$ cat src/rtl/row_vector_feeder.sv
// row_vector_feeder: streams matrix-row and vector chunks to a row-by-vector engine,
// paces rows on the engine's row-complete request and collects one indexed result per row.
module row_vector_feeder #(
  parameter int NI            = 8,
  parameter int element_width = 32,
  parameter int ADDR_W        = 10,
  parameter int ROW_W         = 16
) (
  input  logic                        clk,
  input  logic                        reset,
  input  logic                        start,
  input  logic [ROW_W-1:0]            num_rows,
  input  logic [31:0]                 multiples_per_row,
  input  logic [ADDR_W-1:0]           a_base,
  output logic                        busy,
  output logic                        done,
  output logic                        mem_a_rd_en,
  output logic [ADDR_W-1:0]           mem_a_rd_addr,
  input  logic [NI*element_width-1:0] mem_a_rd_data,
  output logic                        mem_p_rd_en,
  output logic [ADDR_W-1:0]           mem_p_rd_addr,
  input  logic [NI*element_width-1:0] mem_p_rd_data,
  output logic [NI*element_width-1:0] a,
  output logic [NI*element_width-1:0] p,
  output logic [31:0]                 no_of_multiples,
  output logic                        start_row_by_vector,
  output logic                        you_can_read,
  input  logic                        I_am_ready,
  input  logic                        give_me_only,
  input  logic                        decoder_read_now,
  input  logic [element_width-1:0]    result,
  output logic                        res_valid,
  output logic [element_width-1:0]    res_data,
  output logic [ROW_W-1:0]            res_index
);
  localparam int DW = NI * element_width;

  typedef enum logic [2:0] {IDLE, WAIT_RDY, FETCH, LOAD, PRESENT, WAIT_ROW, DRAIN, DONE} state_t;

  state_t              r_state, w_next;
  logic [ROW_W-1:0]    r_rows, r_row, r_res_cnt, r_res_index;
  logic [31:0]         r_m, r_k;
  logic [ADDR_W-1:0]   r_row_addr;
  logic [DW-1:0]       r_a, r_p;
  logic [element_width-1:0] r_res_data;
  logic                r_pend, r_res_valid;
  logic                w_busy, w_last_k, w_row_go, w_last_row;

  assign w_busy     = (r_state != IDLE) && (r_state != DONE);
  assign w_last_k   = r_k == r_m - 32'd1;
  assign w_row_go   = give_me_only || r_pend;
  assign w_last_row = (r_row + ROW_W'(1)) == r_rows;

  always_ff @(posedge clk) r_state <= reset ? IDLE : w_next;

  always_comb begin
    w_next = r_state;
    case (r_state)
      IDLE:     if (start) w_next = (num_rows == '0) ? DONE : WAIT_RDY;
      WAIT_RDY: if (I_am_ready) w_next = FETCH;
      FETCH:    w_next = LOAD;
      LOAD:     w_next = PRESENT;
      PRESENT:  w_next = w_last_k ? WAIT_ROW : WAIT_RDY;
      WAIT_ROW: if (w_row_go) w_next = w_last_row ? DRAIN : WAIT_RDY;
      DRAIN:    if (r_res_cnt == r_rows) w_next = DONE;
      DONE:     w_next = IDLE;
    endcase
  end

  // r_row_addr tracks a_base + r*M modulo the address space, so no multiplier is needed
  always_ff @(posedge clk) begin
    if (reset) begin
      r_rows      <= '0;
      r_row       <= '0;
      r_res_cnt   <= '0;
      r_m         <= '0;
      r_k         <= '0;
      r_row_addr  <= '0;
      r_a         <= '0;
      r_p         <= '0;
      r_pend      <= 1'b0;
      r_res_valid <= 1'b0;
      r_res_data  <= '0;
      r_res_index <= '0;
    end else begin
      if (r_state == IDLE && start) begin
        r_rows     <= num_rows;
        r_m        <= (multiples_per_row == '0) ? 32'd1 : multiples_per_row;
        r_row_addr <= a_base;
        r_row      <= '0;
        r_k        <= '0;
        r_res_cnt  <= '0;
      end
      if (r_state == LOAD) begin
        r_a <= mem_a_rd_data;
        r_p <= mem_p_rd_data;
      end
      if (r_state == PRESENT) r_k <= w_last_k ? '0 : r_k + 32'd1;
      if (r_state == WAIT_ROW && w_row_go) begin
        r_row      <= r_row + ROW_W'(1);
        r_row_addr <= r_row_addr + r_m[ADDR_W-1:0];
      end
      // an early row request is remembered until WAIT_ROW consumes it
      r_pend      <= w_busy && (r_state != WAIT_ROW) && (r_pend || give_me_only);
      r_res_valid <= w_busy && decoder_read_now;
      if (w_busy && decoder_read_now) begin
        r_res_data  <= result;
        r_res_index <= r_res_cnt;
        r_res_cnt   <= r_res_cnt + ROW_W'(1);
      end
    end
  end

  assign busy                = w_busy;
  assign done                = r_state == DONE;
  assign mem_a_rd_en         = r_state == FETCH;
  assign mem_p_rd_en         = r_state == FETCH;
  assign mem_a_rd_addr       = mem_a_rd_en ? r_row_addr + r_k[ADDR_W-1:0] : '0;
  assign mem_p_rd_addr       = mem_p_rd_en ? r_k[ADDR_W-1:0] : '0;
  assign a                   = r_a;
  assign p                   = r_p;
  assign no_of_multiples     = r_m;
  assign you_can_read        = r_state == PRESENT;
  assign start_row_by_vector = (r_state == PRESENT) && (r_k == '0);
  assign res_valid           = r_res_valid;
  assign res_data            = r_res_data;
  assign res_index           = r_res_index;
endmodule
$ cat config.mk
export PLATFORM = sky130hd
export DESIGN_NAME = row_vector_feeder
export DESIGN_NICKNAME = d
export VERILOG_FILES = /design/src/rtl/row_vector_feeder.sv
export SDC_FILE = /design/constraint.sdc
export NUM_CORES = 2
export LEC_CHECK = 0
export CAP_MARGIN = 20
export CORE_AREA = 2 2 480 482
export DETAILED_ROUTE_END_ITERATION = 8
export DIE_AREA = 0 0 482 484
export GPL_ROUTABILITY_DRIVEN = 0
export SETUP_SLACK_MARGIN = 0.2
export SYNTH_ARGS = -nofsm -noshare
export SYNTH_HDL_FRONTEND = slang
export SYNTH_SLANG_ARGS = --single-unit
$ cat constraint.sdc
create_clock -name clk -period 3.65 [get_ports clk]
set_clock_uncertainty 0.2 [all_clocks]
set_input_delay 0.365 -clock clk [delete_from_list [all_inputs] [get_ports clk]]
set_output_delay 0.365 -clock clk [all_outputs]
set_load 0.1 [all_outputs]
After elaboration in Yosys (flattened, before gate mapping)
Cells that the tools add are included.
{ "op_classes": {"add_sub_neg": 6, "eq_ne": 16, "mux": 19, "reduce_logical": 17} }
{ "ops": {"columns": ["cell", "n"], "rows": [
  ["32-bit 2-to-1 mux", 4],
  ["32-bit logical NOT", 2],
  ["16-bit 2-to-1 mux", 3],
  ["10-bit 2-to-1 mux", 4],
  ["16-bit by 1-bit adder with 16-bit output (second input constant)", 2],
  ["32-bit by 1-bit adder with 32-bit output (second input constant)", 1],
  ["16-bit == test", 2],
  ["32-bit == test", 1],
  ["32-bit by 1-bit subtractor with 32-bit output (second input constant)", 1],
  ["3-bit case mux with 8 select lines", 1],
  ["3-bit 2-to-1 mux", 7],
  ["10-bit adder", 2],
  ["16-bit logical NOT", 1],
  ["3-bit == test (second input constant)", 4],
  ["2-bit inequality test (second input constant)", 4],
  ["1-bit logical AND", 7],
  ["3-bit by 2-bit == test with 1-bit output (second input constant)", 2],
  ["3-bit inequality test (second input constant)", 2],
  ["2-bit nonzero test", 3],
  ["4-bit AND reduction", 1],
  ["3-bit by 1-bit == test with 1-bit output (second input constant)", 1],
  ["3-bit logical NOT", 1],
  ["3-bit nonzero test", 1],
  ["1-bit logical OR", 1]
]} }
{ "totals": {"ff_bits": 687, "in_bits": 608, "out_inout_bits": 619, "wordCells": 71} }

Logic depth before layout (Yosys ltp)
{ "depth": {"word_depth": 5, "ltp_mapped": 12, "depth_no_buf": 11} }

Worst setup path before layout
No wires, ideal clock.
{ "synth_timing": {"kind": "reg-to-output", "from": "reg r_state[0]", "to": "out start_row_by_vector", "t_arrival_ns": 3.536, "t_required_ns": 3.085, "setup_slack_ns": -0.451, "stages_incl_launch_ff": 7, "path_buffers": 1, "path_cell_list": "dfxtp_1 -> clkbuf_1 -> nor2b_1 -> nand2_1 -> clkinv_1 -> nand3_1 -> nor3_1"} }
{ "synth_between": {"elab_chain_len": 2} }
{ "synth_rtl": {"columns": ["element", "line", "rtl"], "rows": [
  ["from (decl)", "40", "state_t r_state, w_next;"],
  ["from (signal assigned)", "54", "always_ff @(posedge clk) r_state <= reset ? IDLE : w_next;"],
  ["3-bit == test", null, null],
  ["net you_can_read", "27", "output logic you_can_read,"],
  ["1-bit logical AND", "124", "assign start_row_by_vector = (r_state == PRESENT) && (r_k == '0);"],
  ["to (decl)", "26", "output logic start_row_by_vector,"]
]} }
The timed path passes the listed nets, and every way through them passes these cells.

Final worst setup path
{ "layout_timing": {"from": "reg r_k[0]", "to": "out mem_a_rd_addr[8]"} }
{ "layout_between": {"elab_chain_len": 2} }
{ "layout_rtl": {"columns": ["element", "line", "rtl"], "rows": [
  ["from (decl)", "42", "logic [31:0] r_m, r_k;"],
  ["from (signal assigned)", "98", "if (r_state == PRESENT) r_k <= w_last_k ? '0 : r_k + 32'd1;"],
  ["10-bit adder", "118", "assign mem_a_rd_addr = mem_a_rd_en ? r_row_addr + r_k[ADDR_W-1:0] : '0;"],
  ["10-bit 2-to-1 mux", "118", null],
  ["to (decl)", "18", "output logic [ADDR_W-1:0] mem_a_rd_addr,"]
]} }
Every way passes these cells.

==> out/metrics.cfg <==
[run_status]
status = complete, no violations

[clocking]
cts-root-buf = clkbuf_16
clk_pin_slew_worst_paths_ns = 0.06
clock-sinks = 687
tritoncts = yes
htreeDepth = 3
cts_buffer_depth = 3
cts_inserted_buffers = 86
clk_latency_ns = 0.72

[floorplanning]
die_h_um = 484
die-area_um2 = 233000
fp.dieW_um = 482
start_util_pct = 12.0
fp-row-count = 176
core_area_um2 = 229000
io_pins = 1227

[layout]
fillers = 25100
syn2layout_area_growth_pct = 84.3
drive_gt1_share_pct = 10.5
nets = 5772
final_cells = 8271

[place]
place_ws_ns = 0.141
dpl.hpwl_um = 159000
numPortBuffers = 1226
place_inst = 7638

[hold_path]
hold_start = mem_a_rd_data[25]
hold_class = primary input to register
holdPathEnd = a[25]
hold_depth = 3

[logic_synthesis]
synthArstFlopShare_pct = 0
syn_area_um2 = 27400
synthesis.instances = 3568
ys_types = 76
synth_edf_count = 0
synth_nets = 4201
postSynthAreaPerCell_um2 = 7.67
synth_warnings = 0
synth-seq-cells = 687
synth-seq-area-share_pct = 50.2
ys_dominant_reg_cell = dfxtp_1

[route]
viasPerCell = 3.95
drt_iter0_markers = 2674
wl_met3_um = 20300
vias = 32600
drcViolationCount = 0
wl_per_cell_um = 23.5
wl_met1_um = 73500
met2_length_um = 89200
top_layer_used = met5
finalWirelength_um = 194000
ant_nets = 0
drtPass1Iterations = 6

[timing]
setup-tns-final_ns = 0
relSlewSlack_pct = 20.6
slew_viol_final = 0
min_period_ns = 3.41
holdWs_ns = 0.0708
grt_setup_unrepaired = true
max_freq_ghz = 0.293
hold_viol = 0
finalSetupViolCount = 0
period_share_pct = 93.5
tightest_slew_ns = 1.19
fin_ws_ns = 0.236

[power_and_ir_drop]
irDropWorstVdd_mv = 0.351
switching_share_pct = 45.1
p_leak_nw = 17.5
p_seq_share_pct = 28.7
p_comb_share_pct = 42.3
power_density_nw_per_um2 = 630
switchingPower_mw = 14.3
p_int_mw = 17.4
pwr-share-clk_pct = 29.0

[grt]
gr-total-overflow = 0
grt_pass1_wl_um = 257000
antenna_found_initial = 104
gr-usage-all-layers_pct = 15.8
grt_max_degree = 153
grt_pass1_vias = 31100

[setup_path]
rr_worst_depth = 11
crit_fanout = 2
r2r_end = r_k[14]
crit_chain = ha_4 > fa_2 > a21o_1 > a21oi_2 > o21bai_1 > a21oi_2 > o21bai_1 > a21oi_2 > xor2_2 > nor2_2 > buf_12
cp_slowest_cell = dfxtp_4
rrSetupSlack_ns = 0.29
path_class = register to output pin
worstPathRequired_ns = 3.08
r2r-start = no_of_multiples[9]
arrival_ns = 2.85
crit_top_cell = a21oi_2
startpoint = r_k[0]
startpoint_type = register
endpoint_kind = output pin
cpPeakStageDelay_ns = 0.35

[job]
cap_viol_max_count = 0

cell families (layout without fill, tap and decap cells):
family | after synthesis | count (layout) | share of synthesized area (%)
compound gates | 822 | 822 | 16.4
mux | 7 | 7 | 0.274
simple gates | 1641 | 1641 | 24.8
other cells | 0 | 38 | 0
fa+ha+maj | 25 | 25 | 1.20
buf+inv | 291 | 1930 | 4.06
flops | 687 | 687 | 50.2
xor+xnor | 95 | 95 | 3.04
how the worst max path moves through the flow:
stage / endpoint / slack, ns / cells past startpoint
after floorplan: r_k[24] / 0.21 / 10
after global placement: r_k[17] / 0.09 / 13
final: mem_a_rd_addr[8] / 0.24 / 11
after CTS: mem_a_rd_addr[8] / 0.09 / 11
after detailed placement: r_k[4] / 0.14 / 12
after global routing: mem_a_rd_addr[8] / 0.1 / 11
worst max-delay path, delay by kind of cell (launching register included):
| kind | cells | cell delay (ns) |
|---|---|---|
| buf+inv | 1 | 0.19 |
| fa+ha+maj | 2 | 0.49 |
| flops | 1 | 0.35 |
| simple gates | 1 | 0.14 |
| xor+xnor | 1 | 0.10 |
| compound gates | 6 | 0.84 |
synthesized netlist by cell type (5+ instances only):
cell      number  area share (%)
nand2_1     1305              18
dfxtp_1      687              50
a21oi_1      657              12
clkbuf_1     250             3.4
nor2_1        94             1.3
xnor2_1       67             2.1
nand3_1       41            0.75
o21ai_0       39            0.71
nor3_1        37            0.68
nor4_1        37            0.85
xor2_1        28            0.90
and3_1        27            0.62
inv_1         26            0.36
ha_1          23             1.1
nand4_1       22            0.50
or3_1         18            0.41
o21a_1        16            0.44
a21o_1        12            0.33
a311oi_1      10            0.32
o311ai_1      10            0.32
a22oi_1        8            0.22
o21bai_1       8            0.22
or4_1          8            0.22
a31oi_1        7            0.16
nand2b_1       7            0.16
buf_1          6           0.082
nor2b_1        6            0.14
nor3b_1        6            0.16
nor4b_1        6            0.19
a211oi_1       5            0.14
cell usage in the layout (no fill, tap or decap), types with 8 or more instances in the layout:
master,count
clkbuf_8,23
a21o_1,12
a22oi_1,8
clkbuf_1,14
o21a_1,16
buf_12,20
inv_1,24
or3_1,16
nor2_1,87
nand2_1,1302
a311oi_1,9
buf_4,310
bufinv_16,8
clkdlybuf4s50_1,997
clkbuf_16,87
nand3_1,41
xnor2_1,66
a21oi_1,652
dfxtp_2,9
dfxtp_1,675
o21ai_0,38
ha_1,20
dlygate4sd3_1,416
nor4_1,35
o21bai_1,8
xor2_1,27
nand4_1,22
nor3_1,34
diode_2,38
o311ai_1,10
and3_1,27
layer usage:
layer	vias up	track usage [%]
met2	1647	26.0
met1	15500	17.8
met4	62	7.77
met5	-	1.01
met3	370	6.11
li1	15100	-
state kept, by name, indices dropped and copies added, names as in the netlist:
register         cells
res_valid            1
r_rows              16
r_res_cnt           16
no_of_multiples     32
r_k                 32
r_row_addr          10
r_state              3
a                  256
p                  256
r_pend               1
r_row               16
res_index           16
res_data            32
through the flow:
step | util, % | total power, mW | cell area (µm²)
6_report | 22.1 | 31.8 | 50500
5_1_grt | 22.1 | 33.0 | 50400
4_1_cts | 22.0 | 32.0 | 50300
3_5_place_dp | 18.7 | 22.1 | 42800
3_3_place_gp | 18.7 | 22.0 | 42800
2_1_floorplan | - | 17.7 | 27400
what timing repair did:
item / 4_1_cts / 5_1_grt
endpoints found under the setup margin: 19 / 37
pin swaps: 13 / 10
gates cloned: 1 / 0
hold buffers: 416 / 0
hold endpoints to repair: 421 / 0
gates resized for setup: 21 / 23
setup buffers: 18 / 4
area by class of cell:
| class | instances | area (µm²) | area share [%] |
|---|---|---|---|
| inverters | 27 | 101 | 0.201 |
| well taps | 3026 | 3790 | 7.50 |
| clock inverters | 32 | 508 | 1.01 |
| flip-flops and latches | 687 | 13800 | 27.3 |
| clock buffers | 124 | 2550 | 5.04 |
| repair buffers | 1747 | 16900 | 33.6 |
| diodes | 38 | 95.1 | 0.188 |
| multi-input cells | 2590 | 12700 | 25.2 |
power by group through the flow:
| stage | Combinational [mW] | Sequential, mW | Clock [mW] |
|---|---|---|---|
| 2_1_floorplan | 3.46 | 14.3 | 0 |
| 3_3_place_gp | 12.8 | 9.18 | 0 |
| 3_5_place_dp | 12.9 | 9.23 | 0 |
| 4_1_cts | 13.4 | 9.07 | 9.54 |
| 5_1_grt | 14.0 | 9.19 | 9.80 |
| 6_report | 13.5 | 9.11 | 9.23 |
No activity file was read; power rests on OpenSTA's default activity.
